===== src/rtl/store_buffer_pkg.sv =====
// Shared types and sizing for the post-commit store buffer.
package store_buffer_pkg;

   localparam int PIPE_WIDTH    = 2;
   localparam int CPU_ADDR_BITS = 32;
   localparam int CPU_DATA_BITS = 32;
   localparam int SB_ENTRIES    = 8;
   localparam int SB_PTR_WIDTH  = $clog2(SB_ENTRIES) + 1;

   typedef struct packed {
      logic [CPU_ADDR_BITS-1:0] addr;
      logic [CPU_DATA_BITS-1:0] data;
      logic [3:0]               mask;
   } sb_entry_t;

   typedef enum logic [1:0] {
      SB_IDLE,
      SB_REQ,
      SB_WAIT
   } sb_state_t;

endpackage


===== src/rtl/store_buffer_if.sv =====
// Bundle of commit-side, memory-side, load-check and status signals of the store buffer.
interface store_buffer_if #(
   parameter int SB_ENTRIES = store_buffer_pkg::SB_ENTRIES
) ();
   import store_buffer_pkg::*;

   localparam int CNT_W = $clog2(SB_ENTRIES) + 1;

   logic [PIPE_WIDTH-1:0]                 sb_alloc_val;
   sb_entry_t [PIPE_WIDTH-1:0]            sb_alloc_entry;
   logic [PIPE_WIDTH-1:0]                 sb_rdy;

   // dmem_req transfers on a cycle with dmem_req_val && dmem_req_rdy; while
   // valid is high without ready, dmem_req stays stable. dmem_ack later pulses
   // once to complete that single outstanding write.
   logic                                  dmem_req_val;
   sb_entry_t                             dmem_req;
   logic                                  dmem_req_rdy;
   logic                                  dmem_ack;

   logic                                  ld_chk_val;
   logic [CPU_ADDR_BITS-1:0]              ld_chk_addr;
   logic [3:0]                            ld_chk_mask;
   logic                                  ld_chk_hit;

   logic [CNT_W-1:0]                      sb_count;
   logic                                  sb_empty;
   logic                                  sb_overflow;
   sb_state_t                             sb_state;

   modport slave (
      input  sb_alloc_val, sb_alloc_entry, dmem_req_rdy, dmem_ack,
             ld_chk_val, ld_chk_addr, ld_chk_mask,
      output sb_rdy, dmem_req_val, dmem_req, ld_chk_hit,
             sb_count, sb_empty, sb_overflow, sb_state
   );

   modport master (
      output sb_alloc_val, sb_alloc_entry, dmem_req_rdy, dmem_ack,
             ld_chk_val, ld_chk_addr, ld_chk_mask,
      input  sb_rdy, dmem_req_val, dmem_req, ld_chk_hit,
             sb_count, sb_empty, sb_overflow, sb_state
   );

endinterface


===== src/rtl/sb_ld_check.sv =====
// Overlap comparator array: flags a load whose word address and byte mask touch any valid entry.
module sb_ld_check
   import store_buffer_pkg::*;
#(
   parameter int N = 8
) (
   input  logic [N-1:0]                      valid_i,
   input  logic [N-1:0][CPU_ADDR_BITS-3:0]   word_i,
   input  logic [N-1:0][3:0]                 mask_i,
   input  logic                              chk_val_i,
   input  logic [CPU_ADDR_BITS-3:0]          chk_word_i,
   input  logic [3:0]                        chk_mask_i,
   output logic                              hit_o
);

   logic [N-1:0] match;

   always_comb begin
      match = '0;
      for (int i = 0; i < N; i++) begin
         match[i] = valid_i[i] && (word_i[i] == chk_word_i) && (|(mask_i[i] & chk_mask_i));
      end
   end

   assign hit_o = chk_val_i && (|match);

endmodule


===== src/rtl/store_buffer.sv =====
// Post-commit store buffer: in-order circular queue of committed stores drained one at a time to dmem.
module store_buffer #(
   parameter int SB_ENTRIES = store_buffer_pkg::SB_ENTRIES
) (
   input logic           clk,
   input logic           rst,
   store_buffer_if.slave sb
);
   import store_buffer_pkg::*;

   localparam int IDX_W = $clog2(SB_ENTRIES);
   localparam int PTR_W = IDX_W + 1;

   logic [PTR_W-1:0]                      head_q, head_d, tail_q, tail_d;
   logic [PTR_W-1:0]                      count, count_post, free_cnt, n_acc;
   logic [SB_ENTRIES-1:0]                 valid_q, valid_d;
   sb_entry_t [SB_ENTRIES-1:0]            entries_q;
   sb_state_t                             state_q, state_d;
   logic                                  overflow_q, overflow_d;
   logic                                  pop;
   logic [PIPE_WIDTH-1:0]                 slot_acc;
   logic [PIPE_WIDTH-1:0][IDX_W-1:0]      slot_idx;
   logic [SB_ENTRIES-1:0][CPU_ADDR_BITS-3:0] ent_word;
   logic [SB_ENTRIES-1:0][3:0]            ent_mask;
   logic                                  unused_addr_lsb;

   assign count      = tail_q - head_q;
   assign free_cnt   = PTR_W'(SB_ENTRIES) - count;
   assign count_post = tail_d - head_q - PTR_W'(1);

   // Valid slots pack onto consecutive free entries; credit comes only from registered pointers.
   always_comb begin
      n_acc      = '0;
      overflow_d = overflow_q;
      slot_acc   = '0;
      slot_idx   = '0;
      for (int i = 0; i < PIPE_WIDTH; i++) begin
         slot_idx[i] = tail_q[IDX_W-1:0] + n_acc[IDX_W-1:0];
         if (sb.sb_alloc_val[i]) begin
            if (n_acc < free_cnt) begin
               slot_acc[i] = 1'b1;
               n_acc       = n_acc + PTR_W'(1);
            end else begin
               overflow_d = 1'b1;
            end
         end
      end
      tail_d = tail_q + n_acc;
   end

   always_comb begin
      state_d         = state_q;
      pop             = 1'b0;
      sb.dmem_req_val = 1'b0;
      case (state_q)
         SB_IDLE: begin
            if (count != '0) state_d = SB_REQ;
         end
         SB_REQ: begin
            sb.dmem_req_val = 1'b1;
            if (sb.dmem_req_rdy) state_d = SB_WAIT;
         end
         SB_WAIT: begin
            if (sb.dmem_ack) begin
               pop     = 1'b1;
               state_d = (count_post != '0) ? SB_REQ : SB_IDLE;
            end
         end
         default: state_d = SB_IDLE;
      endcase
   end

   always_comb begin
      head_d  = pop ? head_q + PTR_W'(1) : head_q;
      valid_d = valid_q;
      if (pop) valid_d[head_q[IDX_W-1:0]] = 1'b0;
      for (int i = 0; i < PIPE_WIDTH; i++) begin
         if (slot_acc[i]) valid_d[slot_idx[i]] = 1'b1;
      end
   end

   always_ff @(posedge clk or negedge rst) begin
      if (!rst) begin
         head_q     <= '0;
         tail_q     <= '0;
         valid_q    <= '0;
         state_q    <= SB_IDLE;
         overflow_q <= 1'b0;
      end else begin
         head_q     <= head_d;
         tail_q     <= tail_d;
         valid_q    <= valid_d;
         state_q    <= state_d;
         overflow_q <= overflow_d;
      end
   end

   // Payload needs no reset: an entry is only observed while its valid bit is set.
   always_ff @(posedge clk) begin
      for (int i = 0; i < PIPE_WIDTH; i++) begin
         if (slot_acc[i]) entries_q[slot_idx[i]] <= sb.sb_alloc_entry[i];
      end
   end

   always_comb begin
      for (int e = 0; e < SB_ENTRIES; e++) begin
         ent_word[e] = entries_q[e].addr[CPU_ADDR_BITS-1:2];
         ent_mask[e] = entries_q[e].mask;
      end
   end

   assign unused_addr_lsb = ^sb.ld_chk_addr[1:0];

   sb_ld_check #(
      .N (SB_ENTRIES)
   ) u_ld_check (
      .valid_i    (valid_q),
      .word_i     (ent_word),
      .mask_i     (ent_mask),
      .chk_val_i  (sb.ld_chk_val),
      .chk_word_i (sb.ld_chk_addr[CPU_ADDR_BITS-1:2]),
      .chk_mask_i (sb.ld_chk_mask),
      .hit_o      (sb.ld_chk_hit)
   );

   for (genvar g = 0; g < PIPE_WIDTH; g++) begin : g_rdy
      assign sb.sb_rdy[g] = (free_cnt > PTR_W'(g));
   end

   assign sb.dmem_req    = entries_q[head_q[IDX_W-1:0]];
   assign sb.sb_count    = count;
   assign sb.sb_empty    = (count == '0);
   assign sb.sb_overflow = overflow_q;
   assign sb.sb_state    = state_q;

endmodule


===== src/flat_wrapper.sv =====
// flat-port wrapper written by rule: the top's interface ports become plain ports
module store_buffer_flat import store_buffer_pkg::*;
#(
   parameter int SB_ENTRIES = store_buffer_pkg::SB_ENTRIES
)
  (clk, rst, sb_sb_alloc_val, sb_sb_alloc_entry, sb_dmem_req_rdy, sb_dmem_ack, sb_ld_chk_val, sb_ld_chk_addr, sb_ld_chk_mask, sb_sb_rdy, sb_dmem_req_val, sb_dmem_req, sb_ld_chk_hit, sb_sb_count, sb_sb_empty, sb_sb_overflow, sb_sb_state);
  store_buffer_if #(.SB_ENTRIES(SB_ENTRIES)) sb_i ();
  input logic clk;
  input logic rst;
  input wire logic [$bits(sb_i.sb_alloc_val)-1:0] sb_sb_alloc_val;
  input wire logic [$bits(sb_i.sb_alloc_entry)-1:0] sb_sb_alloc_entry;
  input wire logic [$bits(sb_i.dmem_req_rdy)-1:0] sb_dmem_req_rdy;
  input wire logic [$bits(sb_i.dmem_ack)-1:0] sb_dmem_ack;
  input wire logic [$bits(sb_i.ld_chk_val)-1:0] sb_ld_chk_val;
  input wire logic [$bits(sb_i.ld_chk_addr)-1:0] sb_ld_chk_addr;
  input wire logic [$bits(sb_i.ld_chk_mask)-1:0] sb_ld_chk_mask;
  output wire logic [$bits(sb_i.sb_rdy)-1:0] sb_sb_rdy;
  output wire logic [$bits(sb_i.dmem_req_val)-1:0] sb_dmem_req_val;
  output wire logic [$bits(sb_i.dmem_req)-1:0] sb_dmem_req;
  output wire logic [$bits(sb_i.ld_chk_hit)-1:0] sb_ld_chk_hit;
  output wire logic [$bits(sb_i.sb_count)-1:0] sb_sb_count;
  output wire logic [$bits(sb_i.sb_empty)-1:0] sb_sb_empty;
  output wire logic [$bits(sb_i.sb_overflow)-1:0] sb_sb_overflow;
  output wire logic [$bits(sb_i.sb_state)-1:0] sb_sb_state;
  assign sb_i.sb_alloc_val = sb_sb_alloc_val;
  assign sb_i.sb_alloc_entry = sb_sb_alloc_entry;
  assign sb_i.dmem_req_rdy = sb_dmem_req_rdy;
  assign sb_i.dmem_ack = sb_dmem_ack;
  assign sb_i.ld_chk_val = sb_ld_chk_val;
  assign sb_i.ld_chk_addr = sb_ld_chk_addr;
  assign sb_i.ld_chk_mask = sb_ld_chk_mask;
  assign sb_sb_rdy = sb_i.sb_rdy;
  assign sb_dmem_req_val = sb_i.dmem_req_val;
  assign sb_dmem_req = sb_i.dmem_req;
  assign sb_ld_chk_hit = sb_i.ld_chk_hit;
  assign sb_sb_count = sb_i.sb_count;
  assign sb_sb_empty = sb_i.sb_empty;
  assign sb_sb_overflow = sb_i.sb_overflow;
  assign sb_sb_state = sb_i.sb_state;
  store_buffer #(.SB_ENTRIES(SB_ENTRIES)) u_core (.clk(clk), .rst(rst), .sb(sb_i));
endmodule

===== config.mk =====
export PLATFORM = sky130hd
export DESIGN_NAME = store_buffer_flat
export DESIGN_NICKNAME = d
export VERILOG_FILES = /design/src/rtl/store_buffer_pkg.sv /design/src/rtl/store_buffer_if.sv /design/src/rtl/sb_ld_check.sv /design/src/rtl/store_buffer.sv /design/src/flat_wrapper.sv
export SDC_FILE = /design/constraint.sdc
export NUM_CORES = 2
export LEC_CHECK = 0
export BUFFER_PORTS_ARGS = -buffer_cell sky130_fd_sc_hd__buf_2
export CORE_AREA = 3 3 226 228
export DETAILED_ROUTE_END_ITERATION = 6
export DIE_AREA = 0 0 229 231
export PLACE_DENSITY = 0.9
export SYNTH_ARGS = -nofsm -noshare
export SYNTH_HDL_FRONTEND = slang
export SYNTH_SLANG_ARGS = --single-unit
export TNS_END_PERCENT = 20

===== constraint.sdc =====
create_clock -name clk -period 13.4 [get_ports clk]
set_input_delay 4.02 -clock clk [delete_from_list [all_inputs] [get_ports clk]]
set_output_delay 4.02 -clock clk [all_outputs]
set_load 0.03 [all_outputs]

Word level (Yosys, flattened, before mapping). Cells that the tools add are included.

$add $sub $neg: 8. Divide/modulo/power cells: 0. Shift operators: 0. Bitwise logic cells: 12. Multiplexer cells: 39. Equality and inequality tests: 13. Reductions and logical operators: 34. Order comparisons: 10. Multipliers: 0.

Operator list (number): bitwise mux 544 bit (2); two-way mux 544 bit (2); demux 68 bit (select 3 bit) (2); equality test 30 bit (8); binary-select mux 68 bit (select 3 bit) (1); two-way mux 68 bit (3); bitwise AND 4 bit (8); OR reduction 4 bit (8); two-way mux 8 bit (3); logical AND 1 bit (20); two-way mux 1 bit (16); bitwise OR 8 bit (2); < comparator 3 x 4 -> 1 bit, second input constant (3); two-way mux 4 bit (3); demux 1 bit (select 3 bit) (3); greater-or-equal comparator 3 x 1 -> 1 bit, second input constant (3); adder 4 x 1 -> 4 bit, second input constant (2); bitwise AND 8 bit (1); greater-than comparator 4 x 1 -> 1 bit, second input constant (2); NOT 8 bit (1); nonzero test 4 bit (2); OR reduction 8 bit (1); subtractor 4 bit (2); two-way mux 2 bit (3); other kinds (14) (15).

Memories kept: 0. Memory bits (writable): 0. Word-level logic and storage cells: 145. Memory bits (read-only): 0. Bits in registers: 563. Bits in latches: 0.

Logic depth before layout (Yosys ltp).
Word-level depth: 15. Depth in mapped cells: 21.

Hierarchy. Synthesis repeated with hierarchy kept, for this count alone.

Cell total of the unflattened synthesis: 2678. Area total of the unflattened synthesis: 32761.4 um^2.

By module, submodules not included: store_buffer (area an instance 29633.4 um^2, seq. area each 11365.9 um^2, times used 1, cells an instance 2298); sb_ld_check (area an instance 3128.0 um^2, seq. area each 0.0 um^2, times used 1, cells an instance 380).

Least setup slack after synthesis. No wires, ideal clock.

Path kind: input-to-output. Start point: in sb_ld_chk_addr[10]. End point: out sb_ld_chk_hit. Arrival time: 5.594 ns. Slack: 3.786 ns. Stages on the path: 7. Path through: clkbuf_1 > xnor2_1 > nand4_1 > nor4_1 > nand4_1 > o41ai_1 > o41a_1.

Word-level cells in the longest chain between the ends: 5. Elaborated cells between the ends (all ways): 26. Those cells by class: 8 x eq/ne; 18 x reduce/logical.

Ends and longest elaborated chain: start, declared (RTL line flat_wrapper.sv:15) `input wire logic [$bits(sb_i.ld_chk_addr)-1:0] sb_ld_chk_addr;`; equality test 30 bit (RTL line sb_ld_check.sv:21) `match[i] = valid_i[i] && (word_i[i] == chk_word_i) && (|(mask_i[i] & chk_mask_i));`; logical AND 1 bit (2 in a row) (RTL line sb_ld_check.sv:21); OR reduction 8 bit * (RTL line sb_ld_check.sv:25) `assign hit_o = chk_val_i && (|match);`; logical AND 1 bit * (RTL line sb_ld_check.sv:25); end, declared (RTL line flat_wrapper.sv:20) `output wire logic [$bits(sb_i.ld_chk_hit)-1:0] sb_ld_chk_hit;`.

Every way passes the cells marked *; elsewhere a longest branch is shown, timed or not.

Worst setup path after layout.
Start point: in sb_ld_chk_addr[25]. End point: out sb_ld_chk_hit.

Same word-level chain as after synthesis.

==> metrics.cfg <==
[status]
outcome = finished, final reports clean

[yosys]
synth_cells = 2679
yosys_warnings = 0
synth_ff_type = dfxtp_1
ys_ff_latch = 563
syn_area_per_cell_um2 = 12.1
synth_seq_area_share_pct = 35.0
synthesis.nets = 2873
post-synth-top-count-cell = mux2_2
synthArstFlopShare_pct = 3.37
netlist_area_mm2 = 0.0324
netlist_top_cells_area = mux2_2 (34%), dfxtp_1 (34%), mux4_2 (9.4%), xnor2_1 (5.4%), nand2_1 (2.5%)
synthTopCellsByCount = mux2_2 (990), dfxtp_1 (544), nand2_1 (220)
synth_enable_flop_cells = 0
yosysTopAreaCell = mux2_2
synth_cell_type_count = 59
yosysTopAreaCellShare_pct = 34.4

[min_path]
worst_hold_path_type = reg -> reg

[clock_network]
clock_sinks = 563
root_buffer = clkbuf_16
clk_pin_slew_ns = 0.07
clk_latency_ns = 0.64
cts_buffer_depth = 3
ctsHoldBuffers = 0
postCtsSetupBuffers = 0
htree_levels = 2
cts_resized = 0
cts_buffers = 57
cts_tree = done

[setup_path]
crit_required_ns = 9.38
crit_type = in -> out
startpoint_type = input port
arrival_ns = 6.64
cp_max_fo = 8
crit_path_end_kind = output port

[global_route]
grt_pass1_vias = 24700
grt-ovfl-total = 0
track_usage_pct = 37.2
antenna_found_initial = 26
grt_max_degree = 64
grt_pass1_wl_um = 151000

[timing]
tightest_slew_ns = 1.16
relSlewSlack_pct = 22.5
setup_viol = 0
hold_viol_final = 0
clock_skew_ns = 0.0241
holdWs_ns = 0.470
rsz0062_at_grt = no
tns_ns = 0
drv_slew = 0
period_needed_ns = 10.66
fin_crit_sh_pct = 79.6
fmax_mhz = 93.8

[routing]
routed_via_density = 6.72
drtAntennaViolNets = 0
wl_per_cell_um = 28.6
totalWireLength_um = 102000
first_pass_iters = 5
via_count = 23900
route.detailed.drc = 0
drtIter0Drc = 2401

[cells_and_area]
fin_nets = 3023
drive_above_1_share_pct = 54.9
fill_cells = 3169
fin_area_mm2 = 0.0360
syn_to_final_growth_pct = 10.9

[power]
power_frac_comb_pct = 56.9
p_leak_nw = 14.3
p_sw_mw = 4.78
power.share.sequential_pct = 29.0
p_clk_share_pct = 14.1
ir_drop_mv = 0.210
p_int_mw = 6.97
sw_frac_of_total_pct = 40.7
power.density_mw_per_mm2 = 326

[place]
io_buffers = 256
gp_congestion = 1.01
dpl.hpwl_um = 63900
place_area_mm2 = 0.0340

[die]
die_h_um = 231
initial_core_util_pct = 66.1
die_area_mm2 = 0.0529
std_cell_rows = 81
num_io_pins = 259
core_area_mm2 = 0.0491
fp.dieW_um = 229

[job]
maxCapViolCount = 0

state kept, by name, indices dropped and copies added, names as in the netlist:
signal,cells
u_core.head_q,4
u_core.sb.sb_state,2
u_core.ent_mask,32
u_core.valid_q,8
u_core.entries_q,272
u_core.sb.sb_overflow,1
u_core.tail_q,4
u_core.ent_word,240
cell usage in the layout (no fill, tap or decap), types with 3 or more instances in the layout:
master     count
a21o_1         4
a21oi_1        6
a21oi_4        3
a221oi_1       5
a22o_1         5
a22oi_1        6
buf_2        256
buf_4         31
bufinv_16      4
clkbuf_1       8
clkbuf_16     60
clkbuf_8      14
clkinv_2      10
dfrtp_1       16
dfrtp_4        3
dfxtp_1      544
diode_2       20
fa_1           3
ha_1          12
inv_1         16
mux2_1        62
mux2_2       990
mux2_4        36
mux4_2       136
nand2_1      220
nand3_1       14
nand4_1       56
nand4_4        4
nor2_1        10
nor3_1         8
nor4_1        22
o211ai_4       6
o21ai_0        9
xnor2_1      200
xor2_1        51
cell families (layout without fill, tap and decap cells):
family / Yosys count / in the layout / share of synthesized area, %
mux: 1224 / 1224 / 47.6
flops: 563 / 563 / 35.0
simple gates: 345 / 345 / 4.94
xor+xnor: 255 / 255 / 7.05
buf+inv: 213 / 404 / 3.02
compound gates: 64 / 64 / 1.70
fa+ha+maj: 15 / 15 / 0.648
other cells: 0 / 20 / 0
critical path, cell delays in order:
cell and delay (ns):
buf_2 0.19, xnor2_1 0.51, nand4_1 0.20, nor4_1 0.50
nand4_1 0.18, o41ai_1 0.51, o41a_1 0.30, buf_2 0.22
final cells by class:
cell class	instances	area, um^2	share of cell area, %
clock inverters	18	203	0.563
clock buffers	82	1720	4.79
well taps	664	831	2.31
diodes	20	50.0	0.139
flip-flops and latches	563	11400	31.6
multi-input cells	1903	20200	56.2
inverters	17	63.8	0.177
repair buffers	287	1510	4.21
routing by layer:
metal	global-route usage, %	vias to the layer above	share of wire (%)
li1	-	10200	-
met1	43.8	11800	36
met2	60.6	1427	47
met3	8.92	466	9.5
met4	24.7	20	7.0
met5	0	-	0.13
power by group through the flow:
stage / Sequential (mW) / Combinational, mW / Clock, mW
2_1_floorplan: 3.09 / 5.08 / 0
3_3_place_gp: 3.27 / 6.28 / 0
3_5_place_dp: 3.37 / 6.53 / 0
4_1_cts: 3.35 / 6.59 / 1.66
5_1_grt: 3.47 / 7.00 / 1.73
6_report: 3.40 / 6.69 / 1.66
per-stage QoR:
stage / util (%) / total power, mW / cells / worst slack [ns]
global placement: 69.3 / 9.54 / 3434 / 3.03
finish: 73.4 / 11.7 / 3554 / 2.74
CTS: 73.3 / 11.6 / 3534 / 2.91
global route: 73.3 / 12.2 / 3547 / 2.91
floorplan: - / 8.17 / 2679 / 3.79
detailed placement: 69.3 / 9.90 / 3434 / 3.09
worst paths after layout:
check / depth (start not counted) / slack [ns] / to / from
setup reg to reg: 12 / 7.34 / u_core.ent_word[146] / u_core.head_q[2]
max in group asynchronous: 1 / 9.72 / u_core.head_q[2] / rst
min in group asynchronous: 1 / 3.33 / u_core.tail_q[2] / rst
hold / removal: 1 / 0.47 / u_core.sb.sb_overflow / u_core.sb.sb_overflow
setup / recovery: 8 / 2.74 / sb_ld_chk_hit / sb_ld_chk_addr[25]
hold reg to reg: 1 / 0.47 / u_core.sb.sb_overflow / u_core.sb.sb_overflow
Power figures use the tool's default switching activity.
